<file path="src/rtl/mem_bus_arbiter.sv">
// Two-port (icache = port 0, dcache = port 1) arbiter onto a single DRAM-side bus.
// Whole transactions are granted at a time, with round-robin tie-break and combinational data pass-through.
`default_nettype none

module mem_bus_arbiter #(
  parameter int BUS_DATA_WIDTH = 64,
  parameter int BUS_TAG_WIDTH  = 13,
  parameter int BEATS          = 8
) (
  input  logic                      clk,
  input  logic                      reset,

  input  logic                      p0_bus_reqcyc,
  output logic                      p0_bus_reqack,
  input  logic [BUS_DATA_WIDTH-1:0] p0_bus_req,
  input  logic [BUS_TAG_WIDTH-1:0]  p0_bus_reqtag,
  output logic                      p0_bus_respcyc,
  input  logic                      p0_bus_respack,
  output logic [BUS_DATA_WIDTH-1:0] p0_bus_resp,
  output logic [BUS_TAG_WIDTH-1:0]  p0_bus_resptag,

  input  logic                      p1_bus_reqcyc,
  output logic                      p1_bus_reqack,
  input  logic [BUS_DATA_WIDTH-1:0] p1_bus_req,
  input  logic [BUS_TAG_WIDTH-1:0]  p1_bus_reqtag,
  output logic                      p1_bus_respcyc,
  input  logic                      p1_bus_respack,
  output logic [BUS_DATA_WIDTH-1:0] p1_bus_resp,
  output logic [BUS_TAG_WIDTH-1:0]  p1_bus_resptag,

  output logic                      m_bus_reqcyc,
  input  logic                      m_bus_reqack,
  output logic [BUS_DATA_WIDTH-1:0] m_bus_req,
  output logic [BUS_TAG_WIDTH-1:0]  m_bus_reqtag,
  input  logic                      m_bus_respcyc,
  output logic                      m_bus_respack,
  input  logic [BUS_DATA_WIDTH-1:0] m_bus_resp,
  input  logic [BUS_TAG_WIDTH-1:0]  m_bus_resptag
);

  localparam int       READ_BIT  = 12;
  localparam logic [2:0] LAST_BEAT = 3'(BEATS - 1);

  typedef enum logic [1:0] {
    IDLE  = 2'd0,
    REQ   = 2'd1,
    WDATA = 2'd2,
    RESP  = 2'd3
  } state_t;

  state_t     state, state_n;
  logic       grant, grant_n;
  logic       last_grant, last_grant_n;
  logic       is_read, is_read_n;
  logic [2:0] cnt, cnt_n;

  logic                      g_reqcyc;
  logic [BUS_DATA_WIDTH-1:0] g_req;
  logic [BUS_TAG_WIDTH-1:0]  g_reqtag;
  logic                      g_respack;
  logic                      beat_xfer;

  assign g_reqcyc  = grant ? p1_bus_reqcyc  : p0_bus_reqcyc;
  assign g_req     = grant ? p1_bus_req     : p0_bus_req;
  assign g_reqtag  = grant ? p1_bus_reqtag  : p0_bus_reqtag;
  assign g_respack = grant ? p1_bus_respack : p0_bus_respack;

  always_ff @(posedge clk or negedge reset) begin
    if (!reset) begin
      state      <= IDLE;
      grant      <= 1'b0;
      last_grant <= 1'b1;
      is_read    <= 1'b0;
      cnt        <= 3'd0;
    end else begin
      state      <= state_n;
      grant      <= grant_n;
      last_grant <= last_grant_n;
      is_read    <= is_read_n;
      cnt        <= cnt_n;
    end
  end

  // Datapath muxing: everything is zero unless the granted port is in the matching phase.
  always_comb begin
    p0_bus_reqack  = 1'b0;
    p1_bus_reqack  = 1'b0;
    p0_bus_respcyc = 1'b0;
    p1_bus_respcyc = 1'b0;
    p0_bus_resp    = '0;
    p1_bus_resp    = '0;
    p0_bus_resptag = '0;
    p1_bus_resptag = '0;
    m_bus_reqcyc   = 1'b0;
    m_bus_req      = '0;
    m_bus_reqtag   = '0;
    m_bus_respack  = 1'b0;

    if (state == REQ || state == WDATA) begin
      m_bus_reqcyc = g_reqcyc;
      m_bus_req    = g_req;
      m_bus_reqtag = g_reqtag;
      if (grant) p1_bus_reqack = m_bus_reqack;
      else       p0_bus_reqack = m_bus_reqack;
    end

    if (state == RESP) begin
      m_bus_respack = g_respack;
      if (grant) begin
        p1_bus_respcyc = m_bus_respcyc;
        p1_bus_resp    = m_bus_resp;
        p1_bus_resptag = m_bus_resptag;
      end else begin
        p0_bus_respcyc = m_bus_respcyc;
        p0_bus_resp    = m_bus_resp;
        p0_bus_resptag = m_bus_resptag;
      end
    end
  end

  // Data-phase beats are counted on the response channel for reads and the request channel for writes.
  assign beat_xfer = is_read ? (m_bus_respcyc && m_bus_respack)
                             : (m_bus_reqcyc && m_bus_reqack);

  always_comb begin
    state_n      = state;
    grant_n      = grant;
    last_grant_n = last_grant;
    is_read_n    = is_read;
    cnt_n        = cnt;

    case (state)
      IDLE: begin
        if (p0_bus_reqcyc || p1_bus_reqcyc) begin
          state_n = REQ;
          if (p0_bus_reqcyc && p1_bus_reqcyc) grant_n = ~last_grant;
          else                                grant_n = p1_bus_reqcyc;
        end
      end
      REQ: begin
        if (g_reqcyc && m_bus_reqack) begin
          is_read_n = g_reqtag[READ_BIT];
          cnt_n     = 3'd0;
          state_n   = g_reqtag[READ_BIT] ? RESP : WDATA;
        end else if (!g_reqcyc) begin
          state_n = IDLE;
        end
      end
      WDATA, RESP: begin
        if (beat_xfer) begin
          cnt_n = cnt + 3'd1;
          if (cnt == LAST_BEAT) begin
            state_n      = IDLE;
            last_grant_n = grant;
            cnt_n        = 3'd0;
          end
        end
      end
      default: state_n = IDLE;
    endcase
  end

endmodule

`default_nettype wire

</file>
<file path="config.mk">
export PLATFORM = sky130hd
export DESIGN_NAME = mem_bus_arbiter
export DESIGN_NICKNAME = d
export VERILOG_FILES = /design/src/rtl/mem_bus_arbiter.sv
export SDC_FILE = /design/constraint.sdc
export NUM_CORES = 1
export LEC_CHECK = 0
export CELL_PAD_IN_SITES_DETAIL_PLACEMENT = 0
export CELL_PAD_IN_SITES_GLOBAL_PLACEMENT = 1
export CORE_AREA = 2 2 186 188
export DETAILED_ROUTE_END_ITERATION = 10
export DIE_AREA = 0 0 188 190
export PLACE_DENSITY = 0.68
export SYNTH_ARGS = -nofsm -noshare
export SYNTH_HDL_FRONTEND = slang
export SYNTH_SLANG_ARGS = --single-unit
</file>
<file path="constraint.sdc">
create_clock -name clk -period 2 [get_ports clk]
set_input_delay 0.3 -clock clk [delete_from_list [all_inputs] [get_ports clk]]
set_output_delay 0.3 -clock clk [all_outputs]
set_load 0.05 [all_outputs]
</file>
==> impl_metrics.json <==
{
  "maxCapViolCount": 0,
  "hold_viol": 0,
  "io_buffers": 475,
  "fin_cells": 1362,
  "synthCells": 422,
  "clk_pin_slew_ns": 0.04,
  "worst_setup_path_end_kind": "output pin",
  "cts_max_level": 1,
  "hold_path_class": "input pin to asynchronous set/reset pin",
  "fillers": 3265,
  "maxSlewHeadroom_pct": 73.6,
  "cts_inserted_buffers": 3,
  "power.leakage_nw": 5.41,
  "initial_utilization_pct": 8.97,
  "syn_area_per_cell_um2": 7.21,
  "antenna_found_initial": 0,
  "violations": "negative setup slack",
  "yosys_warnings": 0,
  "grt_pass1_wl_um": 33300,
  "required_ns": 1.70,
  "status": "finished with violations",
  "post-dp-hpwl_um": 20000,
  "antenna_left": 0,
  "cts_tree": "done",
  "drt_iter0_drc": 142,
  "fin_skew_ns": 0.00473,
  "drc": 0,
  "synth.distinct_cells": 31,
  "via_per_inst": 3.78,
  "multi_input_comb_area_um2": 3700,
  "area_growth_pct": 309,
  "synthesis.nets": 668,
  "synthesis.area_um2": 3040,
  "grt_pass1_vias": 5332,
  "antennaDiodeCount": 0,
  "io_pins": 476,
  "clock_sinks": 8,
  "insertion_delay_ns": 0.24,
  "grt_use_total_pct": 12.3,
  "regArea_um2": 206,
  "drive_gt1_share_pct": 54.9,
  "ir_drop_mv": 1.73,
  "die_h_um": 190,
  "yosysTopAreaCell": "mux2i_1",
  "critPathKind": "register to output pin",
  "postCtsHoldBufs": 0,
  "die_w_um": 188,
  "ys_seq_elements": 8,
  "fin_setup_tns_ns": -0.145,
  "dr.pass1.iters": 4,
  "crit_path_start_kind": "register",
  "fin_hold_ws_ns": 0.359,
  "core_area_um2": 33900,
  "vias": 5153,
  "synth-seq-area-share_pct": 6.62,
  "die_area_um2": 35700,
  "num_rows": 68,
  "slew_violations": 0,
  "worst_pin_slew_ns": 0.385,
  "layout_min_cycle_time_ns": 2.03,
  "grt_max_degree": 82,
  "finalCritPeriodShare_pct": 101,
  "timing.fmax_mhz": 493,
  "utilization_pct": 36.6,
  "yosys.area.top_type_share_pct": 26.0,
  "layout_common_cells": "248 x buf_12, 238 x clkdlybuf4s50_1, 80 x and3_1",
  "gp_congestion": 0.833,
  "rsz0062_at_grt": "yes",
  "setup_viol_count_final": 21,
  "power.density_nw_per_um2": 1540,
  "synth.area.top_cells": "mux2i_1 26%, and3_1 16%, nor2b_1 16%",
  "wl_per_cell_um": 18.4,
  "drt-total-wl_um": 25100,
  "arrival_ns": 1.73,
  "clockRootBuffer": "clkbuf_16",
  "path_max_fanout": 6,
  "final_common_cell": "buf_12",
  "setup_ws_ns": -0.0274,
  "place_inst": 1338,
  "finalNetCount": 1154,
  "grt.overflow.total": 0,
  "cts_buffer_depth": 2
}
## kinds of logic after synthesis
| group | count (synthesis) | share of synthesized area, % |
|---|---|---|
| and+or+nand+nor | 258 | 51.9 |
| AOI/OAI and AO/OA | 19 | 5.38 |
| DFF | 8 | 6.62 |
| adders and majority gates | 7 | 2.88 |
| muxes | 81 | 26.7 |
| buffers and inverters | 49 | 6.54 |
## what timing repair did
| action | 4_1_cts | 5_1_grt |
|---|---|---|
| pin swaps | 11 | 19 |
| endpoints found under the setup margin | 190 | 196 |
| setup buffers | 7 | 6 |
| resized for setup | 42 | 177 |
| gates cloned | 3 | 4 |
## stage by stage
stage	power [W]	setup slack, ns	area (um^2)
global placement	0.0163	-0.149	11200
global route	0.0199	-0.0803	12400
detailed placement	0.0163	-0.175	11200
finish	0.0192	-0.0274	12400
floorplan	0.00826	-0.0689	3290
CTS	0.0178	-0.0902	11600
## power by group
group	switching, W	internal [W]
registers	0.0000824	0.000229
clock network	0.0000974	0.000267
logic	0.00895	0.00957
## synth_stat cells (all sizes together)
master / count
nand2: 5
nand3: 3
or2: 1
nor2: 7
dfstp: 1
nor2b: 80
clkbuf: 34
a211oi: 4
o32a: 1
a2111oi: 1
and3: 80
nor3: 2
o21ai: 2
buf: 10
dfrtp: 7
a21boi: 1
o22ai: 2
ha: 7
mux2: 2
and2: 79
o32ai: 1
inv: 5
nor3b: 1
a32o: 2
a21o: 2
a31o: 1
mux2i: 79
a211o: 1
a21oi: 1
## registers in the layout, summed over array words and instances (netlist names)
register / cells
cnt: 3
grant: 1
is_read: 1
last_grant: 1
state: 2
## worst paths after layout
| path | startpoint | end | slack, ns | cells after the start |
|---|---|---|---|---|
| max | grant | m_bus_req[10] | -0.03 | 6 |
| min | reset | cnt[1] | 0.36 | 1 |
| max reg2reg | grant | cnt[1] | 0.02 | 6 |
| min reg2reg | cnt[1] | cnt[1] | 0.50 | 1 |
| max in group asynchronous | reset | grant | 1.31 | 1 |
| min in group clk | cnt[1] | cnt[1] | 0.50 | 1 |
## worst max-delay path: stages (launching register included)
cell       delay [ns]
dfrtp_4          0.51
buf_12           0.16
buf_16           0.15
clkbuf_16        0.17
mux2i_4          0.19
nor2b_4          0.13
buf_12           0.14
## area by class of cell
class,instances,area share (%)
repair buffers,525,63.3
multi-input cells,365,29.7
well taps,455,4.58
flip-flops and latches,8,1.66
clock buffers,4,0.634
inverters,5,0.151
## layer usage
layer  wire length (um)  vias to the layer above  GRT usage [%]
met3               2010                       17           3.39
met4                281                        0           2.27
met2              13200                      303           23.2
met1               9550                     2423           13.7
li1                   -                     2410              -
met5                  0                        -              0
(Power assumes the default switching activity.)
